<file path="src/rtl/cfg_chain_loader.sv">
// rtl/cfg_chain_loader.sv - sequences a host bitstream into a daisy chain of CLB config frames
module cfg_chain_loader #(
   parameter int FRAME_LEN = 153,
   parameter int NUM_TILES = 4,
   parameter int GAP       = 2,
   parameter int TIMEOUT   = 1024
) (
   input  logic        clk,
   input  logic        crst_n,
   input  logic        cfg_go,
   input  logic        cfg_abort,
   input  logic [31:0] wr_data,
   input  logic        wr_valid,
   output logic        wr_ready,
   output logic        cfg_in_start,
   output logic        cfg_bit_in,
   input  logic        cfg_out_start,
   output logic        busy,
   output logic        done,
   output logic        err,
   output logic [1:0]  err_code,
   output logic        fabric_rst,
   output logic        fabric_ce
);

   localparam int TOT_BITS  = NUM_TILES * FRAME_LEN;
   localparam int NUM_WORDS = (TOT_BITS + 31) / 32;
   localparam int FCW = $clog2(NUM_TILES + 1);
   localparam int BCW = $clog2(FRAME_LEN + 1);
   localparam int GCW = $clog2(GAP + 2);
   localparam int TCW = $clog2(TIMEOUT + 1);
   localparam int WCW = $clog2(NUM_WORDS + 1);

   localparam logic [FCW-1:0] LAST_FRAME = FCW'(NUM_TILES - 1);
   localparam logic [BCW-1:0] LAST_BIT   = BCW'(FRAME_LEN - 1);
   localparam logic [GCW-1:0] GAP_LAST   = GCW'((GAP > 0) ? GAP - 1 : 0);
   localparam logic [TCW-1:0] TO_LAST    = TCW'(TIMEOUT - 1);
   localparam logic [WCW-1:0] WORDS_MAX  = WCW'(NUM_WORDS);

   typedef enum logic [2:0] {
      S_IDLE, S_FETCH, S_SHIFT, S_GAP, S_WAIT, S_DONE, S_ERR
   } state_t;

   state_t state, state_nx;

   logic [31:0]    wbuf;
   logic [5:0]     wcnt;
   logic [WCW-1:0] words_in;
   logic [FCW-1:0] frame_cnt;
   logic [BCW-1:0] bit_cnt;
   logic [GCW-1:0] gap_cnt;
   logic [TCW-1:0] to_cnt;

   logic       in_busy, go_ok, abort_ok, xfer, pop, pop_bit, underrun, frame_end;
   logic [1:0] fail_code;

   logic       start_nx, bit_nx, busy_nx, done_nx, err_nx, frst_nx, fce_nx;
   logic [1:0] code_nx;

   assign in_busy  = (state == S_FETCH) || (state == S_SHIFT) ||
                     (state == S_GAP)   || (state == S_WAIT);
   assign go_ok    = cfg_go && ((state == S_IDLE) || (state == S_DONE) || (state == S_ERR));
   assign abort_ok = cfg_abort && in_busy;

   // A new word is taken only when the buffer is empty or its last bit leaves this cycle.
   assign wr_ready = ((state == S_FETCH) || (state == S_SHIFT) || (state == S_GAP)) &&
                     (words_in < WORDS_MAX) &&
                     ((wcnt == 6'd0) || ((wcnt == 6'd1) && (state == S_SHIFT)));
   assign xfer     = wr_valid && wr_ready;

   // With an empty buffer the incoming word's bit 0 is shifted straight through.
   assign pop       = (state == S_SHIFT) && ((wcnt != 6'd0) || xfer) && !abort_ok;
   assign pop_bit   = (wcnt == 6'd0) ? wr_data[0] : wbuf[0];
   assign underrun  = (state == S_SHIFT) && (wcnt == 6'd0) && !xfer;
   assign frame_end = pop && (bit_cnt == LAST_BIT);

   // State register
   always_ff @(posedge clk or negedge crst_n) begin
      if (!crst_n) state <= S_IDLE;
      else         state <= state_nx;
   end

   // Next-state selection; abort outranks every other exit from a busy state
   always_comb begin
      state_nx  = state;
      fail_code = 2'd0;
      case (state)
         S_IDLE, S_DONE, S_ERR: begin
            if (go_ok) state_nx = S_FETCH;
         end
         S_FETCH: begin
            if (abort_ok)  begin state_nx = S_ERR; fail_code = 2'd3; end
            else if (xfer) state_nx = S_SHIFT;
         end
         S_SHIFT: begin
            if (abort_ok)      begin state_nx = S_ERR; fail_code = 2'd3; end
            else if (underrun) begin state_nx = S_ERR; fail_code = 2'd1; end
            else if (frame_end) begin
               if (frame_cnt == LAST_FRAME) state_nx = S_WAIT;
               else if (GAP == 0)           state_nx = S_SHIFT;
               else                         state_nx = S_GAP;
            end
         end
         S_GAP: begin
            if (abort_ok)                 begin state_nx = S_ERR; fail_code = 2'd3; end
            else if (gap_cnt == GAP_LAST) state_nx = S_SHIFT;
         end
         S_WAIT: begin
            if (abort_ok)                begin state_nx = S_ERR; fail_code = 2'd3; end
            else if (cfg_out_start)      state_nx = S_DONE;
            else if (to_cnt == TO_LAST)  begin state_nx = S_ERR; fail_code = 2'd2; end
         end
         default: state_nx = S_IDLE;
      endcase
   end

   // Word buffer, frame/bit/gap/timeout counters
   always_ff @(posedge clk or negedge crst_n) begin
      if (!crst_n) begin
         wbuf      <= '0;
         wcnt      <= '0;
         words_in  <= '0;
         frame_cnt <= '0;
         bit_cnt   <= '0;
         gap_cnt   <= '0;
         to_cnt    <= '0;
      end else if (go_ok) begin
         wbuf      <= '0;
         wcnt      <= '0;
         words_in  <= '0;
         frame_cnt <= '0;
         bit_cnt   <= '0;
         gap_cnt   <= '0;
         to_cnt    <= '0;
      end else begin
         if (xfer) words_in <= words_in + WCW'(1);
         if (abort_ok) begin
            wcnt <= '0;
         end else if (xfer) begin
            if (pop && (wcnt == 6'd0)) begin
               wbuf <= {1'b0, wr_data[31:1]};
               wcnt <= 6'd31;
            end else begin
               wbuf <= wr_data;
               wcnt <= 6'd32;
            end
         end else if (pop) begin
            wbuf <= {1'b0, wbuf[31:1]};
            wcnt <= wcnt - 6'd1;
         end
         if (pop) begin
            if (bit_cnt == LAST_BIT) begin
               bit_cnt   <= '0;
               frame_cnt <= frame_cnt + FCW'(1);
            end else begin
               bit_cnt <= bit_cnt + BCW'(1);
            end
         end
         gap_cnt <= (state == S_GAP)  ? gap_cnt + GCW'(1) : '0;
         to_cnt  <= (state == S_WAIT) ? to_cnt + TCW'(1)  : '0;
      end
   end

   // Next values of the registered outputs; fabric release lags DONE entry by one cycle
   always_comb begin
      start_nx = pop && (bit_cnt == '0);
      bit_nx   = pop && pop_bit;
      busy_nx  = (state_nx == S_FETCH) || (state_nx == S_SHIFT) ||
                 (state_nx == S_GAP)   || (state_nx == S_WAIT);
      done_nx  = done;
      err_nx   = err;
      code_nx  = err_code;
      frst_nx  = fabric_rst;
      fce_nx   = fabric_ce;
      if (go_ok) begin
         done_nx = 1'b0;
         err_nx  = 1'b0;
         code_nx = 2'd0;
         frst_nx = 1'b1;
         fce_nx  = 1'b0;
      end else begin
         if ((state_nx == S_ERR) && (state != S_ERR)) begin
            err_nx  = 1'b1;
            code_nx = fail_code;
         end
         if ((state_nx == S_DONE) && (state != S_DONE)) done_nx = 1'b1;
         if (state == S_DONE) begin
            frst_nx = 1'b0;
            fce_nx  = 1'b1;
         end
      end
   end

   // Output registers
   always_ff @(posedge clk or negedge crst_n) begin
      if (!crst_n) begin
         cfg_in_start <= 1'b0;
         cfg_bit_in   <= 1'b0;
         busy         <= 1'b0;
         done         <= 1'b0;
         err          <= 1'b0;
         err_code     <= 2'd0;
         fabric_rst   <= 1'b1;
         fabric_ce    <= 1'b0;
      end else begin
         cfg_in_start <= start_nx;
         cfg_bit_in   <= bit_nx;
         busy         <= busy_nx;
         done         <= done_nx;
         err          <= err_nx;
         err_code     <= code_nx;
         fabric_rst   <= frst_nx;
         fabric_ce    <= fce_nx;
      end
   end

endmodule

</file>
<file path="config.mk">
export PLATFORM = sky130hd
export DESIGN_NAME = cfg_chain_loader
export DESIGN_NICKNAME = d
export VERILOG_FILES = /design/src/rtl/cfg_chain_loader.sv
export SDC_FILE = /design/constraint.sdc
export NUM_CORES = 1
export LEC_CHECK = 0
export ABC_AREA = 1
export CORE_MARGIN = 3
export CORE_UTILIZATION = 25
export CTS_CLUSTER_DIAMETER = 120
export DETAILED_ROUTE_END_ITERATION = 10
export SLEW_MARGIN = 30
export SYNTH_ARGS = -nofsm -noshare
export SYNTH_HDL_FRONTEND = slang
export SYNTH_SLANG_ARGS = --single-unit
</file>
<file path="constraint.sdc">
create_clock -name clk -period 5.2 [get_ports clk]
set_input_delay 1.3 -clock clk [delete_from_list [all_inputs] [get_ports clk]]
set_output_delay 1.3 -clock clk [all_outputs]
set_load 0.05 [all_outputs]
</file>
==> results.md <==
- Outcome: finished, final reports clean
- Clock Pin Slew Worst Setup and Hold Paths: approximately 60 ps
- Cell-internal power: 1.58 mW
- Nets@finish: approximately 650
- Synthesized net count: slightly above 600
- Die Width: approximately 140 µm
- Crit. End Element: primary output
- Worst Path Max Fanout: 3
- Layout cells sized above 1: 0.0917
- # Post-CTS Setup Buffers: 0
- Initial antenna violation count: 0
- Async SR Flop Fraction: 1.00
- Total Die Area: ~20000 µm²
- Sw power: between 1 and 1.5 mW
- Most frequent cells in the layout: nand2_1 (121), dfrtp_1 (78), inv_1 (68), nor2_1 (55), clkdlybuf4s50_1 (46)
- Slew Viols, Final: 0
- Row cnt: between 40 and 50
- Final Total Pwr: approximately 2.9 mW
- Comb power frac: 0.482
- Post-Syn Instances: between 500 and 600
- Critical Path Max Stage Delay: approximately 790 ps
- Initial Utilization: 0.256
- CP Class: reg -> out
- Cell family with most CP delay: buffers and inverters
- Sink Count: 79
- IO Port Bufs: 47
- Fin crit period: around 3600 ps
- Detail Route Antenna Nets: 0
- Required @ worst endpoint: between 3000 and 4000 ps
- Sequential area share after synthesis: 0.444
- Max Clk Rate: roughly 0.28 GHz
- Detailed-route DRC error count: 0
- Clock power frac: 0.200
- Layout area overhead: 20.3%
- Starting DRT DRC Count: roughly 200
- Final setup fails: 0
- Maxcap violations: 0
- Largest net degree at the start of global routing: 50
- Synth Register Bits: between 70 and 80
- Area share of the largest cell type after synthesis: 0.438
- Vias per cell: roughly 4.6
- Syn. warnings: 0
- Via Count: approximately 3800
- DP HPWL: between 7000 and 8000 µm
- Worst path arrival time: between 2000 and 2500 ps
- CP Launch Type: register
- Syn Std Cell Area: around 4500 µm²
- Sequential share of power: 0.318
- CTS H-tree depth: 3
- CP cell instances: o21ai_0 -> inv_1 -> nor2_2 -> nand2_1 -> inv_1 -> clkdlybuf4s50_1
- Hold buffer count at cts: 0
- Post-synth top area cell: dfrtp_1
- Non-Filler Instances: roughly 840
- Number of global-route vias before repair: between 3000 and 4000
- First-pass GRT wire length: 18100 µm
- Diodes inserted: 0
- Slew headroom: 0.485
- Final Worst Setup Slack: 1600 ps
- Clock Latency Late Sink: 340 ps
- PwrDens: roughly 540 nW/µm²
- GRT Total Usage: 0.112
- Buf+Inv Stages, Crit Path: 3
- Slew @ Worst Pin: roughly 770 ps
- Clock buffers created by TritonCTS: 9
- Distinct cells, synth: 40
- Leakage: between 2 and 2.5 nW
- RePlAce Congestion: 0.773
- Drt pass-1 iters: 4
- Sw Ratio: 0.448
- Period utilization: 0.693
- Post-Route WL: roughly 11000 µm
- Final core utilization: 0.309
- Number of flops mapped to enable cells by yosys: 0
- CP max stage cell: clkdlybuf4s50_1
- Final count of hold timing violations: 0
- Maximum clock path buffer count: 2
- Average size of a mapped cell: around 8 µm²
- Synth Flop Type: dfrtp_1
- Largest cells by area after synthesis: dfrtp_1 (44%), nand2_1 (10%), inv_1 (5.7%)
- Crit-path most repeated cell: inv_1
- Remaining Overflow, GRT: 0
- HP Class: reg -> reg
- Final instance area: ~5400 µm²
- Avg WL per Cell: 12.6 µm
- Dpl cell area: about 5100 µm²
- Die Span Y: roughly 140 µm
- Ports: 48
- Hold Slack: 441 ps
- Inst Count DP: about 800
- Commonest non-fill, non-tap cell in the layout: nand2_1
- DP Worst Slack: 1610 ps
- Core Region: between 15000 and 20000 µm²
- CTS Root Cell: clkbuf_16
- Max VDD drop: a little under 0.3 mV
- Final setup skew: roughly 8.4 ps
- RSZ-0062 raised after global routing: no
- CTS tree: built
- Setup TNS: 0 ps
- CTS resizes: 0
worst reg2reg max path: stages (launching register included):
cell	delay [ps]
dfrtp_1	520
inv_2	120
nor3_2	520
nand2_1	130
nand2_2	140
inv_2	90
nand2_1	70
buf_4	250
nand2_1	290
inv_2	400
nand2_1	90
o21ai_1	90
final timing paths:
kind                       cells past startpoint    endpoint   startpoint  slack, ps
max                                            6    wr_ready  words_in[3]       1600
min                                            1  gap_cnt[0]   gap_cnt[0]        440
max reg2reg                                   11     wbuf[5]     state[2]       2420
min reg2reg                                    1  gap_cnt[0]   gap_cnt[0]        440
max in group asynchronous                      2    wbuf[22]       crst_n       3320
min in group asynchronous                      1    wbuf[19]       crst_n        990
registers in the layout (all words and copies together) (netlist names), 2 cells and up:
name and flops:
wbuf 32, to_cnt 11, bit_cnt 8, wcnt 6, words_in 5, frame_cnt 3
state 3, err_code 2, gap_cnt 2
routing by layer:
| layer | vias up | GRT usage | part of all wire | wire, µm |
|---|---|---|---|---|
| met4 | 0 | 0.0330 | 0.013 | 139 |
| met2 | 89 | 0.165 | 0.43 | 4510 |
| met1 | 1806 | 0.162 | 0.51 | 5360 |
| met3 | 11 | 0.0302 | 0.049 | 515 |
| li1 | 1921 | - | - | - |
| met5 | - | 0 | 0 | 0 |
Yosys cell counts, types with 2 or more instances:
cell / n
nand2_1: 121
dfrtp_1: 78
inv_1: 68
nor2_1: 55
o21ai_0: 42
o21ai_1: 35
nand3_1: 23
a21oi_1: 22
buf_2: 13
o22ai_1: 13
ha_1: 9
inv_2: 9
a22oi_1: 8
nor3_1: 8
xor2_1: 8
a21oi_2: 6
mux2i_1: 5
a31oi_1: 4
buf_6: 4
nand2_2: 4
nor2_2: 4
nor2_4: 3
nor3_2: 3
a21boi_0: 2
buf_4: 2
clkbuf_1: 2
nand3_2: 2
nand4_1: 2
logic make-up after synthesis:
kind of cell | share of synthesized area
and+or+nand+nor | 0.230
buffers and inverters | 0.0956
xor gates and xnor gates | 0.0177
DFF | 0.444
AOI/OAI and AO/OA | 0.176
adders and majority gates | 0.0253
muxes | 0.0112
area by class of cell:
class | count | area (µm²)
multi-input combinational | 389 | 2050
fill | 1849 | 12000
clock inverter | 4 | 22.5
timing repair buffer | 50 | 490
sequential | 79 | 1980
inverter | 78 | 293
clock buffer | 11 | 243
tap | 225 | 282
power groups by stage:
stage	clock, mW	sequential (mW)	combinational [mW]
after floorplan	0	0.979	1.00
after global placement	0	0.918	1.38
after detailed placement	0	0.920	1.39
after CTS	0.592	0.911	1.39
after global routing	0.623	0.933	1.54
final	0.573	0.910	1.38
(Power assumes the default switching activity.)
